<file path="config.mk">
export PLATFORM = sky130hd
export DESIGN_NAME = axis_window_trig_flat
export DESIGN_NICKNAME = d
export VERILOG_FILES = /design/src/rtl/axis_window_trig_if.sv /design/src/rtl/axis_window_trig.sv /design/src/flat_wrapper.sv
export SDC_FILE = /design/constraint.sdc
export NUM_CORES = 1
export LEC_CHECK = 0
export BUFFER_PORTS_ARGS = -buffer_cell sky130_fd_sc_hd__buf_2
export CAP_MARGIN = 15
export CORE_ASPECT_RATIO = 0.8
export CORE_UTILIZATION = 45
export CTS_CLUSTER_SIZE = 20
export DETAILED_ROUTE_END_ITERATION = 16
export PLACE_DENSITY = 0.77
export SLEW_MARGIN = 5
export SYNTH_ARGS = -nofsm -noshare
export SYNTH_HDL_FRONTEND = slang
export SYNTH_SLANG_ARGS = --single-unit
</file>
<file path="constraint.sdc">
create_clock -name aclk -period 2.43 [get_ports aclk]
set_input_delay 0.6075 -clock aclk [delete_from_list [all_inputs] [get_ports aclk]]
set_output_delay 0.6075 -clock aclk [all_outputs]
set_load 0.05 [all_outputs]
</file>
<file path="src/rtl/axis_window_trig_if.sv">
// AXI4-Stream data/valid bundle used on both sides of the window gate.
// No tready: the downstream capture path never back-pressures.
interface axis_window_trig_if #(
  parameter int DW = 128
);
  logic [DW-1:0] tdata;
  logic          tvalid;

  modport master (
    output tdata,
    output tvalid
  );

  modport slave (
    input tdata,
    input tvalid
  );
endinterface

</file>
<file path="src/rtl/axis_window_trig.sv">
// Triggered AXI4-Stream window gate: delay, window, hold-off and retrigger.
// Data is registered every cycle; tvalid marks the window samples only.
module axis_window_trig #(
  parameter int AXIS_TDATA_WIDTH = 128,
  parameter int CNTR_WIDTH       = 16
) (
  input  logic                  aclk,
  input  logic                  aresetn,
  input  logic [CNTR_WIDTH-1:0] cfg_delay,
  input  logic [CNTR_WIDTH-1:0] cfg_length,
  input  logic [CNTR_WIDTH-1:0] cfg_holdoff,
  input  logic                  cfg_retrig,
  output logic                  sts_busy,
  output logic [31:0]           sts_count,
  axis_window_trig_if.slave     s_axis,
  axis_window_trig_if.master    m_axis
);

  typedef enum logic [1:0] {
    IDLE,
    DELAY,
    OPEN,
    HOLD
  } state_t;

  localparam logic [CNTR_WIDTH-1:0] C0 = '0;
  localparam logic [CNTR_WIDTH-1:0] C1 = CNTR_WIDTH'(1);
  localparam logic [CNTR_WIDTH-1:0] C2 = CNTR_WIDTH'(2);

  state_t                st;
  logic [CNTR_WIDTH-1:0] cnt;
  logic [CNTR_WIDTH-1:0] len_l;
  logic [CNTR_WIDTH-1:0] hold_l;
  logic                  rtr_l;
  logic [31:0]           cnt_q;
  logic                  rtrig;

  assign sts_count = cnt_q;
  assign rtrig     = rtr_l & s_axis.tvalid;

  function automatic state_t after_win(
    input logic [CNTR_WIDTH-1:0] h
  );
    return (h == C0) ? IDLE : HOLD;
  endfunction

  always_ff @(posedge aclk or negedge aresetn) begin
    if (!aresetn) begin
      m_axis.tdata <= '0;
    end else begin
      m_axis.tdata <= s_axis.tdata;
    end
  end

  // cnt always holds "cycles left in this state minus one"
  always_ff @(posedge aclk or negedge aresetn) begin
    if (!aresetn) begin
      st            <= IDLE;
      cnt           <= '0;
      len_l         <= '0;
      hold_l        <= '0;
      rtr_l         <= 1'b0;
      cnt_q         <= '0;
      sts_busy      <= 1'b0;
      m_axis.tvalid <= 1'b0;
    end else begin
      m_axis.tvalid <= 1'b0;
      unique case (st)
        IDLE: begin
          if (s_axis.tvalid) begin
            len_l  <= cfg_length;
            hold_l <= cfg_holdoff;
            rtr_l  <= cfg_retrig;
            cnt_q  <= cnt_q + 32'd1;
            if (cfg_delay == C1) begin
              st       <= OPEN;
              cnt      <= cfg_length;
              sts_busy <= 1'b1;
            end else if (cfg_delay != C0) begin
              st       <= DELAY;
              cnt      <= cfg_delay - C2;
              sts_busy <= 1'b1;
            end else begin
              m_axis.tvalid <= 1'b1;
              if (cfg_length != C0) begin
                st       <= OPEN;
                cnt      <= cfg_length - C1;
                sts_busy <= 1'b1;
              end else begin
                st       <= after_win(cfg_holdoff);
                cnt      <= cfg_holdoff - C1;
                sts_busy <= (cfg_holdoff != C0);
              end
            end
          end
        end
        DELAY: begin
          if (cnt == C0) begin
            st  <= OPEN;
            cnt <= len_l;
          end else begin
            cnt <= cnt - C1;
          end
        end
        OPEN: begin
          m_axis.tvalid <= 1'b1;
          if (rtrig && len_l != C0) begin
            cnt <= len_l - C1;
          end else if (!rtrig && cnt != C0) begin
            cnt <= cnt - C1;
          end else begin
            st       <= after_win(hold_l);
            cnt      <= hold_l - C1;
            sts_busy <= (hold_l != C0);
          end
        end
        HOLD: begin
          if (cnt == C0) begin
            st       <= IDLE;
            sts_busy <= 1'b0;
          end else begin
            cnt <= cnt - C1;
          end
        end
      endcase
    end
  end

endmodule
</file>
<file path="src/flat_wrapper.sv">
// flat-port wrapper written by rule: the top's interface ports become plain ports
module axis_window_trig_flat 
#(
  parameter int AXIS_TDATA_WIDTH = 128,
  parameter int CNTR_WIDTH       = 16
)
  (aclk, aresetn, cfg_delay, cfg_length, cfg_holdoff, cfg_retrig, sts_busy, sts_count, s_axis_tdata, s_axis_tvalid, m_axis_tdata, m_axis_tvalid);
  axis_window_trig_if s_axis_i ();
  axis_window_trig_if m_axis_i ();
  input  logic aclk;
  input  logic aresetn;
  input  logic [CNTR_WIDTH-1:0] cfg_delay;
  input  logic [CNTR_WIDTH-1:0] cfg_length;
  input  logic [CNTR_WIDTH-1:0] cfg_holdoff;
  input  logic cfg_retrig;
  output logic sts_busy;
  output logic [31:0] sts_count;
  input wire logic [$bits(s_axis_i.tdata)-1:0] s_axis_tdata;
  input wire logic [$bits(s_axis_i.tvalid)-1:0] s_axis_tvalid;
  output wire logic [$bits(m_axis_i.tdata)-1:0] m_axis_tdata;
  output wire logic [$bits(m_axis_i.tvalid)-1:0] m_axis_tvalid;
  assign s_axis_i.tdata = s_axis_tdata;
  assign s_axis_i.tvalid = s_axis_tvalid;
  assign m_axis_tdata = m_axis_i.tdata;
  assign m_axis_tvalid = m_axis_i.tvalid;
  axis_window_trig #(.AXIS_TDATA_WIDTH(AXIS_TDATA_WIDTH), .CNTR_WIDTH(CNTR_WIDTH)) u_core (.aclk(aclk), .aresetn(aresetn), .cfg_delay(cfg_delay), .cfg_length(cfg_length), .cfg_holdoff(cfg_holdoff), .cfg_retrig(cfg_retrig), .sts_busy(sts_busy), .sts_count(sts_count), .s_axis(s_axis_i), .m_axis(m_axis_i));
endmodule
</file>
* After elaboration in Yosys (flattened, before gate mapping)
Cells that the tools add are included.
Widths: inputs -> output; s select.
** Operators by class
- Reduce and logical (&&, ||, !) cells :: 18
- Eq/ne operators :: 10
- Add/sub/neg operators :: 7
- Multipliers :: 0
- Divide/modulo/power cells :: 0
- $lt $le $gt $ge :: 0
- Shift-type cells :: 0
- Bitwise logic cells :: 1
- Muxes and demuxes :: 32
** Operators with widths (number)
- $mux 16 :: 8
- $reduce_bool 16->1 :: 6
- $sub 16x1->16 const B :: 5
- $pmux 16 s4 :: 1
- $logic_not 16->1 :: 3
- $add 32x1->32 const B :: 1
- $mux 2 :: 10
- $eq 16x1->1 const B :: 1
- $sub 16x2->16 const B :: 1
- $mux 1 :: 10
- $reduce_and 5->1 :: 2
- $ne 2x2->1 const B :: 4
- $pmux 2 s4 :: 1
- $eq 2x2->1 const B :: 2
- $ne 2x1->1 const B :: 2
- $reduce_and 2->1 :: 2
- $pmux 1 s3 :: 1
- $reduce_bool 3->1 :: 1
- $eq 2x1->1 const B :: 1
- $logic_and 1x1->1 :: 2
- $logic_not 2->1 :: 1
- $pmux 1 s2 :: 1
- $and 1x1->1 :: 1
- $logic_not 1->1 :: 1
** Storage, ports and cells
- Latch bits :: 0
- Bits in registers :: 213
- Output and inout bits :: 162
- Bits in read-only memories :: 0
- Memories kept :: 0
- Input bits :: 180
- RAM bits :: 0
- Word-level logic and storage cells :: 77

* Logic depth before layout (Yosys ltp)
Gate-level depths: netlist of run 1.
- Depth after elaboration :: 7
- Mapped depth :: 14
- Depth with buffers taken out :: 12

* Worst setup path before layout of run 1
Ideal clock, no wire load.
- Path kind :: input-to-reg
- From :: input cfg_length[5]
- To :: register u_core.cnt[4]
- Setup time :: 66 ps
- Buffers on the path :: 1
- Slack :: -904 ps
- Data required time :: 2364 ps
- Arrival :: 3268 ps
- Stages on the path :: 13
- Path through :: nor4_1 > nand4_1 > nor2_1 > clkbuf_1 > a21oi_1 > ha_1 > nor3b_1 > nand3_1 > o21ai_0 > a2111oi_0 > o21bai_2 > a21oi_1 > o32a_1
** On the way
- Longest elaborated chain between the ends :: 6
** Ends and longest elaborated chain
- start: declaration :: line flat_wrapper.sv:13 : input logic [CNTR_WIDTH-1:0] cfg_length;
- $reduce_bool 16->1 :: line axis_window_trig.sv:85 : if (cfg_length != C0) begin
- $mux 16 :: line axis_window_trig.sv:85
- $mux 16 :: line axis_window_trig.sv:79 : end else if (cfg_delay != C0) begin
- $mux 16 :: line axis_window_trig.sv:75 : if (cfg_delay == C1) begin
- $mux 16 :: line axis_window_trig.sv:70 : if (s_axis.tvalid) begin
- $pmux 16 s4 :: line axis_window_trig.sv:68 : unique case (st)
- end signal: assignment :: line axis_window_trig.sv:77 : cnt <= cfg_length;
- end signal: assignment :: line axis_window_trig.sv:81 : cnt <= cfg_delay - C2;
- end signal: assignment :: line axis_window_trig.sv:87 : cnt <= cfg_length - C1;
- end: declaration :: line axis_window_trig.sv:31 : logic [CNTR_WIDTH-1:0] cnt;
Every way passes these cells. The select of a mux whose other input is x is not followed.
A chain may end at the register's enable or synchronous reset.

* Final worst setup path of run 1
- From :: input cfg_delay[8]
- To :: register u_core.cnt[10]
** On the way
- Longest elaborated chain between the ends :: 5
- Elaborated cells on any way between the ends :: 7
- Those cells by class :: 1 x add/sub; 1 x eq/ne; 4 x mux; 1 x reduce/logical
** Ends and longest elaborated chain
- start: declaration :: line flat_wrapper.sv:12 : input logic [CNTR_WIDTH-1:0] cfg_delay;
- $sub 16x2->16 / $reduce_bool 16->1 (equally long branches) :: line axis_window_trig.sv:81, axis_window_trig.sv:79
- $mux 16 :: line axis_window_trig.sv:79
- $mux 16 * :: line axis_window_trig.sv:75
- $mux 16 * :: line axis_window_trig.sv:70
- $pmux 16 s4 * :: line axis_window_trig.sv:68
Every way passes the cells marked *; elsewhere a longest branch is shown, timed or not. The select of a mux whose other input is x is not followed.

==> results of run 1 <==
-- final cells by class --
type	count	share of cell area, %
multi-input combinational	635	29.82
sequential	213	38.23
antenna	1	0.01795
clock buffer	29	4.281
tap	264	2.369
clock inverter	9	1.014
inverter	17	0.4577
timing repair buffer	539	23.80
-- layer usage --
layer / up-vias / wire, um / track usage (%)
met1: 4587 / 13860 / 43.75
li1: 4285 / - / -
met5: - / 0 / 0
met3: 78 / 4148 / 9.533
met2: 594 / 16370 / 50.47
met4: 0 / 1034 / 9.671
-- placed cells by master, fill, tap and decap left out, types with 5 or more instances in the layout --
cell | synthesis | final
sky130_fd_sc_hd__or3_1 | 13 | 11
sky130_fd_sc_hd__xor2_1 | 26 | 25
sky130_fd_sc_hd__clkbuf_1 | 31 | 5
sky130_fd_sc_hd__nor4_2 | 0 | 6
sky130_fd_sc_hd__nor2_4 | 1 | 5
sky130_fd_sc_hd__buf_2 | 3 | 334
sky130_fd_sc_hd__o31ai_1 | 11 | 11
sky130_fd_sc_hd__a211oi_1 | 7 | 7
sky130_fd_sc_hd__dfrtp_1 | 213 | 213
sky130_fd_sc_hd__nand3_1 | 25 | 23
sky130_fd_sc_hd__a21oi_1 | 48 | 45
sky130_fd_sc_hd__nand2_1 | 142 | 141
sky130_fd_sc_hd__o211ai_1 | 10 | 10
sky130_fd_sc_hd__buf_6 | 2 | 7
sky130_fd_sc_hd__o22ai_1 | 6 | 6
sky130_fd_sc_hd__clkbuf_16 | 0 | 23
sky130_fd_sc_hd__buf_4 | 0 | 191
sky130_fd_sc_hd__o21ai_0 | 34 | 31
sky130_fd_sc_hd__nand4_1 | 19 | 19
sky130_fd_sc_hd__xnor2_1 | 53 | 53
sky130_fd_sc_hd__and4_1 | 5 | 5
sky130_fd_sc_hd__nor3_1 | 30 | 24
sky130_fd_sc_hd__inv_1 | 17 | 13
sky130_fd_sc_hd__nor2_1 | 61 | 56
sky130_fd_sc_hd__or4_4 | 2 | 8
sky130_fd_sc_hd__nor4_1 | 21 | 11
sky130_fd_sc_hd__nor3_2 | 1 | 6
sky130_fd_sc_hd__nand2b_1 | 5 | 5
sky130_fd_sc_hd__a31oi_1 | 14 | 14
-- logic make-up (layout without fill, tap and decap cells) --
group           Yosys count  in the layout  share of synthesized area [%]
xor+xnor                 79             79                          7.370
other cells               0              1                              0
buf+inv                  57            594                          2.719
mux                       5              5                         0.5465
flops                   213            213                          56.78
simple gates            364            364                          18.99
fa+ha+maj                 8              8                          1.066
compound gates          179            179                          12.53
-- state kept, by name, summed over array words and instances (netlist names) --
register,flops
u_core.hold_l,16
u_core.sts_count,32
u_core.len_l,16
u_core.sts_busy,1
u_core.m_axis.tvalid,1
u_core.m_axis.tdata,128
u_core.cnt,16
u_core.rtr_l,1
u_core.st,2
-- metrics by stage --
step / power, mW / TNS, ns / cells
2_1_floorplan: 6.974 / -3.507 / 905
3_3_place_gp: 9.052 / -7.754 / 1658
3_5_place_dp: 9.136 / -9.142 / 1658
4_1_cts: 12.68 / -0.01780 / 1696
5_1_grt: 13.62 / -0.4900 / 1707
6_report: 13.09 / -0.1674 / 1707
-- timing repair --
item | CTS | global route
cloned | 0 | 1
setup endpoints to repair | 11 | 23
pin swaps | 4 | 20
resized for setup | 14 | 59
setup buffers | 0 | 9
-- critical path, cell delays in order --
cell,delay (ns)
sky130_fd_sc_hd__buf_6,0.09
sky130_fd_sc_hd__or4_4,0.53
sky130_fd_sc_hd__or4_4,0.47
sky130_fd_sc_hd__or3_4,0.43
sky130_fd_sc_hd__buf_12,0.16
sky130_fd_sc_hd__nor3_4,0.23
sky130_fd_sc_hd__nand2_1,0.13
sky130_fd_sc_hd__a32o_1,0.26
-- path summary, 6_finish.rpt --
path	from	end	slack (ns)
max	cfg_delay[8]	u_core.cnt[10]$_DFFE_PN0P_	-0.10
min	aresetn	u_core.sts_count[12]$_DFFE_PN0P_	0.04
max reg2reg	u_core.hold_l[0]$_DFFE_PN0P_	u_core.cnt[10]$_DFFE_PN0P_	0
min reg2reg	u_core.sts_count[31]$_DFFE_PN0P_	u_core.sts_count[31]$_DFFE_PN0P_	0.47
max in group asynchronous	aresetn	u_core.rtr_l$_DFFE_PN0P_	1.67
min in group aclk	s_axis_tdata[50]	u_core.m_axis.tdata[50]$_DFF_PN0_	0.19
-- Yosys cell counts, drive strengths merged (17+ instances only) --
library cell / instances
clkbuf: 33
o21ai: 34
nor4: 21
xor2: 26
nand4: 19
nor2: 63
xnor2: 53
a21oi: 48
nand3: 25
nor3: 32
inv: 17
dfrtp: 213
nand2: 142
-- power by group --
group	switching (mW)	total [mW]	internal, mW
registers	0.503	4.59	4.09
clock network	1.41	3.46	2.06
logic	2.96	5.03	2.07
==> run summary, run 1 <==
## Logic synthesis
- 1,093 — Syn Nets
- 0 — total number of yosys warnings
- 905 — post-synthesis instance total
- 56.78% — fraction of the yosys area taken by sequential cells
- sky130_fd_sc_hd__dfrtp_1 — commonest register cell after synthesis
- 56.78% — area share of the largest cell type after synthesis
- sky130_fd_sc_hd__dfrtp_1 — library cell with the largest summed area after synthesis
- 100.0% — ys async rst share
- 0.009388 sq mm — mapped cell area
- 10.37 sq um — mean post-synth cell area
- sky130_fd_sc_hd__dfrtp_1, sky130_fd_sc_hd__nand2_1, sky130_fd_sc_hd__xnor2_1 — main area contributors after synthesis
- 213 — FF+latch count, synth
- 72 — count of cell types in the netlist
- 0 — count of flip-flops with a built-in enable after synthesis

## Floorplanning
- 163.5 um — Die X-Extent
- 342 — I/O pins
- 46 — # rows
- 46.60% — Initial Utilization
- 0.02014 sq mm — placeable core region
- 131.2 um — height of the die
- 0.02145 sq mm — area of the die

## Final layout
- 0.005330 sq mm — register area
- 1,548 — number of inserted filler cells in the final layout
- 0.01394 sq mm — post-route cell area
- 48.50% — Synth-to-Final Area Change
- 44.73% — proportion of layout cells with a drive suffix above 1
- 1,616 — number of nets in the layout
- 69.21% — post-layout utilization of the core
- 0.004158 sq mm — area of the multi-input gates

## Outcome
- setup timing — failing checks
- finished, violations left — status

## Routing
- 988 — count of routing violations after the opening detailed-route iteration
- 7 — number of iterations in the first detailed-routing pass
- 5.591 — detail-routed via count per cell
- 35,410 um — Routed WL
- 0 — DRC errors left
- 20.74 um — DR WL/cell
- 9,544 — DR vias
- 0 — Post-DRT Antenna Nets

## Hold path
- in -> async — worst min-delay path class

## Setup path
- 2.93 ns — Arrival @ worst endpoint
- input pin — kind of launch point of the worst setup path
- 10 — cell depth of the worst flop-to-flop path
- register — Crit. End Element
- in -> reg — type of the setup path with the least slack
- 8 — CP max FO
- 2.82 ns — worst path required time

## STA
- 2.533 ns — shortest clock period the worst path allows after layout
- 64.00% — Worst slew margin
- 394.7 MHz — f_max
- yes — unrepaired setup endpoints after global routing
- 0.5376 ns — actual slew at the worst max-slew pin
- 0.02939 ns — Final Skew
- 4 — Final Setup Violations
- -0.1033 ns — final setup margin
- 0 — number of endpoints with negative hold slack in the final report
- 0 — count of pins over their slew limit
- 104.3% — final period utilization
- 0.04177 ns — Min Hold Slack

## Global routing
- 9,401 — number of global-route vias before repair
- 60 — maximum number of pins on one net before global-route repair
- 32.44% — GRT Total Usage
- 53,040 um — first-pass GRT wire length
- 1 — initial antenna violation count
- 0 — global route overflow

## CTS
- 0.53 ns — later-pin clock latency in the skew report
- done — CTS tree
- sky130_fd_sc_hd__clkbuf_16 — Root Buffer
- 1 — H-tree depth reported by CTS
- 22 — TritonCTS buffer count
- 213 — CTS Sinks
- 0.07 ns — clock transition at the registers of the reported paths
- 0 — number of buffers inserted by hold repair at cts
- 3 — maximum count of clock buffers along a single path

## Job
- 0 — max-cap check violation count

## Placement
- -0.5347 ns — Worst Setup Slack post-DPL
- 1.063 — final weighted congestion in routability-driven placement
- 26,900 um — post-detailed-placement half-perimeter wirelength
- 341 — count of input and output buffers
- 0.01279 sq mm — post-detailed-placement cell area

## Pwr
- 6.680 nW — leak pwr
- 786.2 uV — Worst VDD drop
- 938.6 mW/mm^2 — total power per unit cell area

Note: power is estimated with default switching activity, not from simulation.
==> run 2, diff against run 1 <==
- BUFFER_PORTS_ARGS: -buffer_cell sky130_fd_sc_hd__buf_2 -> -buffer_cell sky130_fd_sc_hd__buf_4
==> run summary, run 2 (synthesis results as in run 1) <==
## Outcome
- finished, violations left — status, unchanged
- setup timing — failing checks, unchanged

## Floorplanning
- 0.02145 sq mm — area of the die, unchanged
- 46 — # rows, unchanged
- 342 — I/O pins, unchanged
- 0.02014 sq mm — placeable core region, unchanged
- 163.5 um — Die X-Extent, unchanged
- 46.60% — Initial Utilization, unchanged
- 131.2 um — height of the die, unchanged

## Routing
- 6 — number of iterations in the first detailed-routing pass, was 7
- 0 — DRC errors left, unchanged
- 9,751 — DR vias, was 9,544
- 22.61 um — DR WL/cell, was 20.74 um
- 1,105 — count of routing violations after the opening detailed-route iteration, was 988
- 0 — Post-DRT Antenna Nets, unchanged
- 38,570 um — Routed WL, was 35,410 um
- 5.716 — detail-routed via count per cell, was 5.591

## Pwr
- 34.3% — Sequential Power Share, was 35.1%
- 905.7 mW/mm^2 — total power per unit cell area, was 938.6 mW/mm^2
- 5.029 mW — net load switching power, was 4.871 mW
- 39.1% — Combinational Power Share, was 38.4%
- 743.3 uV — Worst VDD drop, was 786.2 uV
- 8.438 mW — cell internal pwr, was 8.214 mW
- 26.5% — share of total power in the clock network, about the same
- 6.993 nW — leak pwr, was 6.680 nW
- 37.34% — switching share of power, was 37.22%

## CTS
- sky130_fd_sc_hd__clkbuf_16 — Root Buffer, unchanged
- 1 — H-tree depth reported by CTS, unchanged
- done — CTS tree, unchanged
- 22 — TritonCTS buffer count, unchanged
- 213 — CTS Sinks, unchanged
- 3 — maximum count of clock buffers along a single path, unchanged
- 0.07 ns — clock transition at the registers of the reported paths, about the same
- 0.52 ns — later-pin clock latency in the skew report, was 0.53 ns

## Global routing
- 0 — initial antenna violation count, was 1
- 0 — global route overflow, unchanged
- 72 — maximum number of pins on one net before global-route repair, was 60
- 9,911 — number of global-route vias before repair, was 9,401
- 35.88% — GRT Total Usage, was 32.44%
- 57,990 um — first-pass GRT wire length, was 53,040 um

## STA
- 100.2% — final period utilization, was 104.3%
- yes — unrepaired setup endpoints after global routing, unchanged
- -0.004875 ns — final setup margin, was -0.1033 ns
- 2.435 ns — shortest clock period the worst path allows after layout, was 2.533 ns
- 59.85% — Worst slew margin, was 64.00%
- 2 — Final Setup Violations, was 4
- 0.6022 ns — actual slew at the worst max-slew pin, was 0.5376 ns
- 410.7 MHz — f_max, was 394.7 MHz
- 0.1142 ns — Min Hold Slack, was 0.04177 ns
- 0 — number of endpoints with negative hold slack in the final report, unchanged
- 0 — count of pins over their slew limit, unchanged
- 0.02567 ns — Final Skew, was 0.02939 ns

## Final layout
- 128 — number of flip-flops in the largest register, unchanged
- 58.38% — Synth-to-Final Area Change, was 48.50%
- u_core.m_axis.tdata — largest register by flop count, unchanged
- 45.49% — proportion of layout cells with a drive suffix above 1, was 44.73%
- sky130_fd_sc_hd__buf_4, sky130_fd_sc_hd__dfrtp_1, sky130_fd_sc_hd__nand2_1 — leading cell types in the layout, fill and taps excluded, was sky130_fd_sc_hd__buf_2, sky130_fd_sc_hd__dfrtp_1, sky130_fd_sc_hd__buf_4
- 1,617 — number of nets in the layout, was 1,616
- 0 — number of diodes, was 1
- sky130_fd_sc_hd__buf_4 — most common library cell in the layout ignoring fill and taps, was sky130_fd_sc_hd__buf_2

## Setup path
- reg -> reg — type of the setup path with the least slack, was in -> reg
- u_core.hold_l[1]$_DFFE_PN0P_ — RR Startpoint, was u_core.hold_l[0]$_DFFE_PN0P_
- u_core.st[1]$_DFFE_PN0P_ — worst r2r dst, was u_core.cnt[10]$_DFFE_PN0P_
- 2.81 ns — Arrival @ worst endpoint, was 2.93 ns
- 10 — cell depth of the worst flop-to-flop path, unchanged
- 2.81 ns — worst path required time, was 2.82 ns
- 5 — CP max FO, was 8
- -0.005 ns — Reg2Reg Setup Slack, was 0 ns
- u_core.hold_l[1]$_DFFE_PN0P_ — crit path launch, was cfg_delay[8]
- register — Crit. End Element, unchanged
- u_core.st[1]$_DFFE_PN0P_ — end of the critical path, was u_core.cnt[10]$_DFFE_PN0P_
- register — kind of launch point of the worst setup path, was input pin

## Placement
- 341 — count of input and output buffers, unchanged
- 1.108 — final weighted congestion in routability-driven placement, was 1.063
- 29,130 um — post-detailed-placement half-perimeter wirelength, was 26,900 um
- -0.5347 ns — Worst Setup Slack post-DPL, about the same

## Hold path
- in -> async — worst min-delay path class, unchanged

## Job
- 0 — max-cap check violation count, unchanged

[run 2: changes by cell type in the layout (fill, tap and decap cells not counted), sizes merged]
cell / before / now
buf: 537 / 539
clkbuf: 31 / 28
clkinv: 4 / 6
diode: 1 / 0
inv: 18 / 17
[run 2: power by group through the flow]
stage	clock [mW]	sequential [mW]	combinational (mW)
after floorplan	0	5.08	1.89
after global placement	0	4.54	4.74
after detailed placement	0	4.56	4.80
after CTS	3.61	4.52	4.91
after global routing	3.72	4.67	5.57
final	3.57	4.62	5.27
[run 2: metal layers]
metal | vias up | wire (um) | GRT usage [%]
met5 | - | 0 | 0
met4 | 0 | 1501 | 12.60
met3 | 94 | 4151 | 9.375
met2 | 612 | 18180 | 56.71
met1 | 4782 | 14740 | 47.61
li1 | 4263 | - | -
[run 2: worst min-delay path by stage]
stage	slack, ns	startpoint	end
finish	0.11	aresetn	u_core.m_axis.tdata[122]$_DFF_PN0_
global route	0.15	aresetn	u_core.m_axis.tdata[122]$_DFF_PN0_
CTS	0.12	aresetn	u_core.m_axis.tdata[122]$_DFF_PN0_
detailed placement	0.46	u_core.sts_count[31]$_DFFE_PN0P_	u_core.sts_count[31]$_DFFE_PN0P_
global placement	0.46	u_core.sts_count[31]$_DFFE_PN0P_	u_core.sts_count[31]$_DFFE_PN0P_
floorplan	0.31	aresetn	u_core.cnt[0]$_DFFE_PN0P_
[run 2: final cells by class]
cell class	instances	area (sq um)
Sequential cell	213	5330
Fill cell	1392	5276
Tap cell	264	330.3
Timing Repair Buffer	540	4149
Multi-Input combinational cell	635	4233
Clock inverter	10	142.6
Clock buffer	27	619.3
Inverter	17	63.81
[run 2: timing repair]
item / CTS / global route
hold buffers: 0 / 0
buffers inserted: 0 / 6
pin swaps: 5 / 27
resized for setup: 20 / 51
endpoints found under the setup margin: 12 / 21
[run 2: critical path, cell delays in order (launching register included)]
cell	delay (ns)
sky130_fd_sc_hd__dfrtp_1	0.39
sky130_fd_sc_hd__inv_2	0.09
sky130_fd_sc_hd__ha_4	0.14
sky130_fd_sc_hd__or3b_4	0.37
sky130_fd_sc_hd__or3_4	0.44
sky130_fd_sc_hd__buf_4	0.16
sky130_fd_sc_hd__nor3_2	0.15
sky130_fd_sc_hd__buf_4	0.17
sky130_fd_sc_hd__o21ai_0	0.10
sky130_fd_sc_hd__nand2b_1	0.17
sky130_fd_sc_hd__o21a_1	0.13
[run 2: stage by stage]
| step | area [sq um] | std cells | setup TNS [ns] | total power, mW | utilization, % |
|---|---|---|---|---|---|
| 5_1_grt | 14870 | 1706 | -0.6718 | 13.97 | 73.81 |
| 3_3_place_gp | 13720 | 1666 | -8.251 | 9.273 | 68.13 |
| 3_5_place_dp | 13720 | 1666 | -9.097 | 9.353 | 68.13 |
| 6_report | 14870 | 1706 | -0.006384 | 13.47 | 73.81 |
| 4_1_cts | 14570 | 1703 | -0.01136 | 13.04 | 72.32 |
| 2_1_floorplan | 9514 | 905 | -3.507 | 6.974 | - |
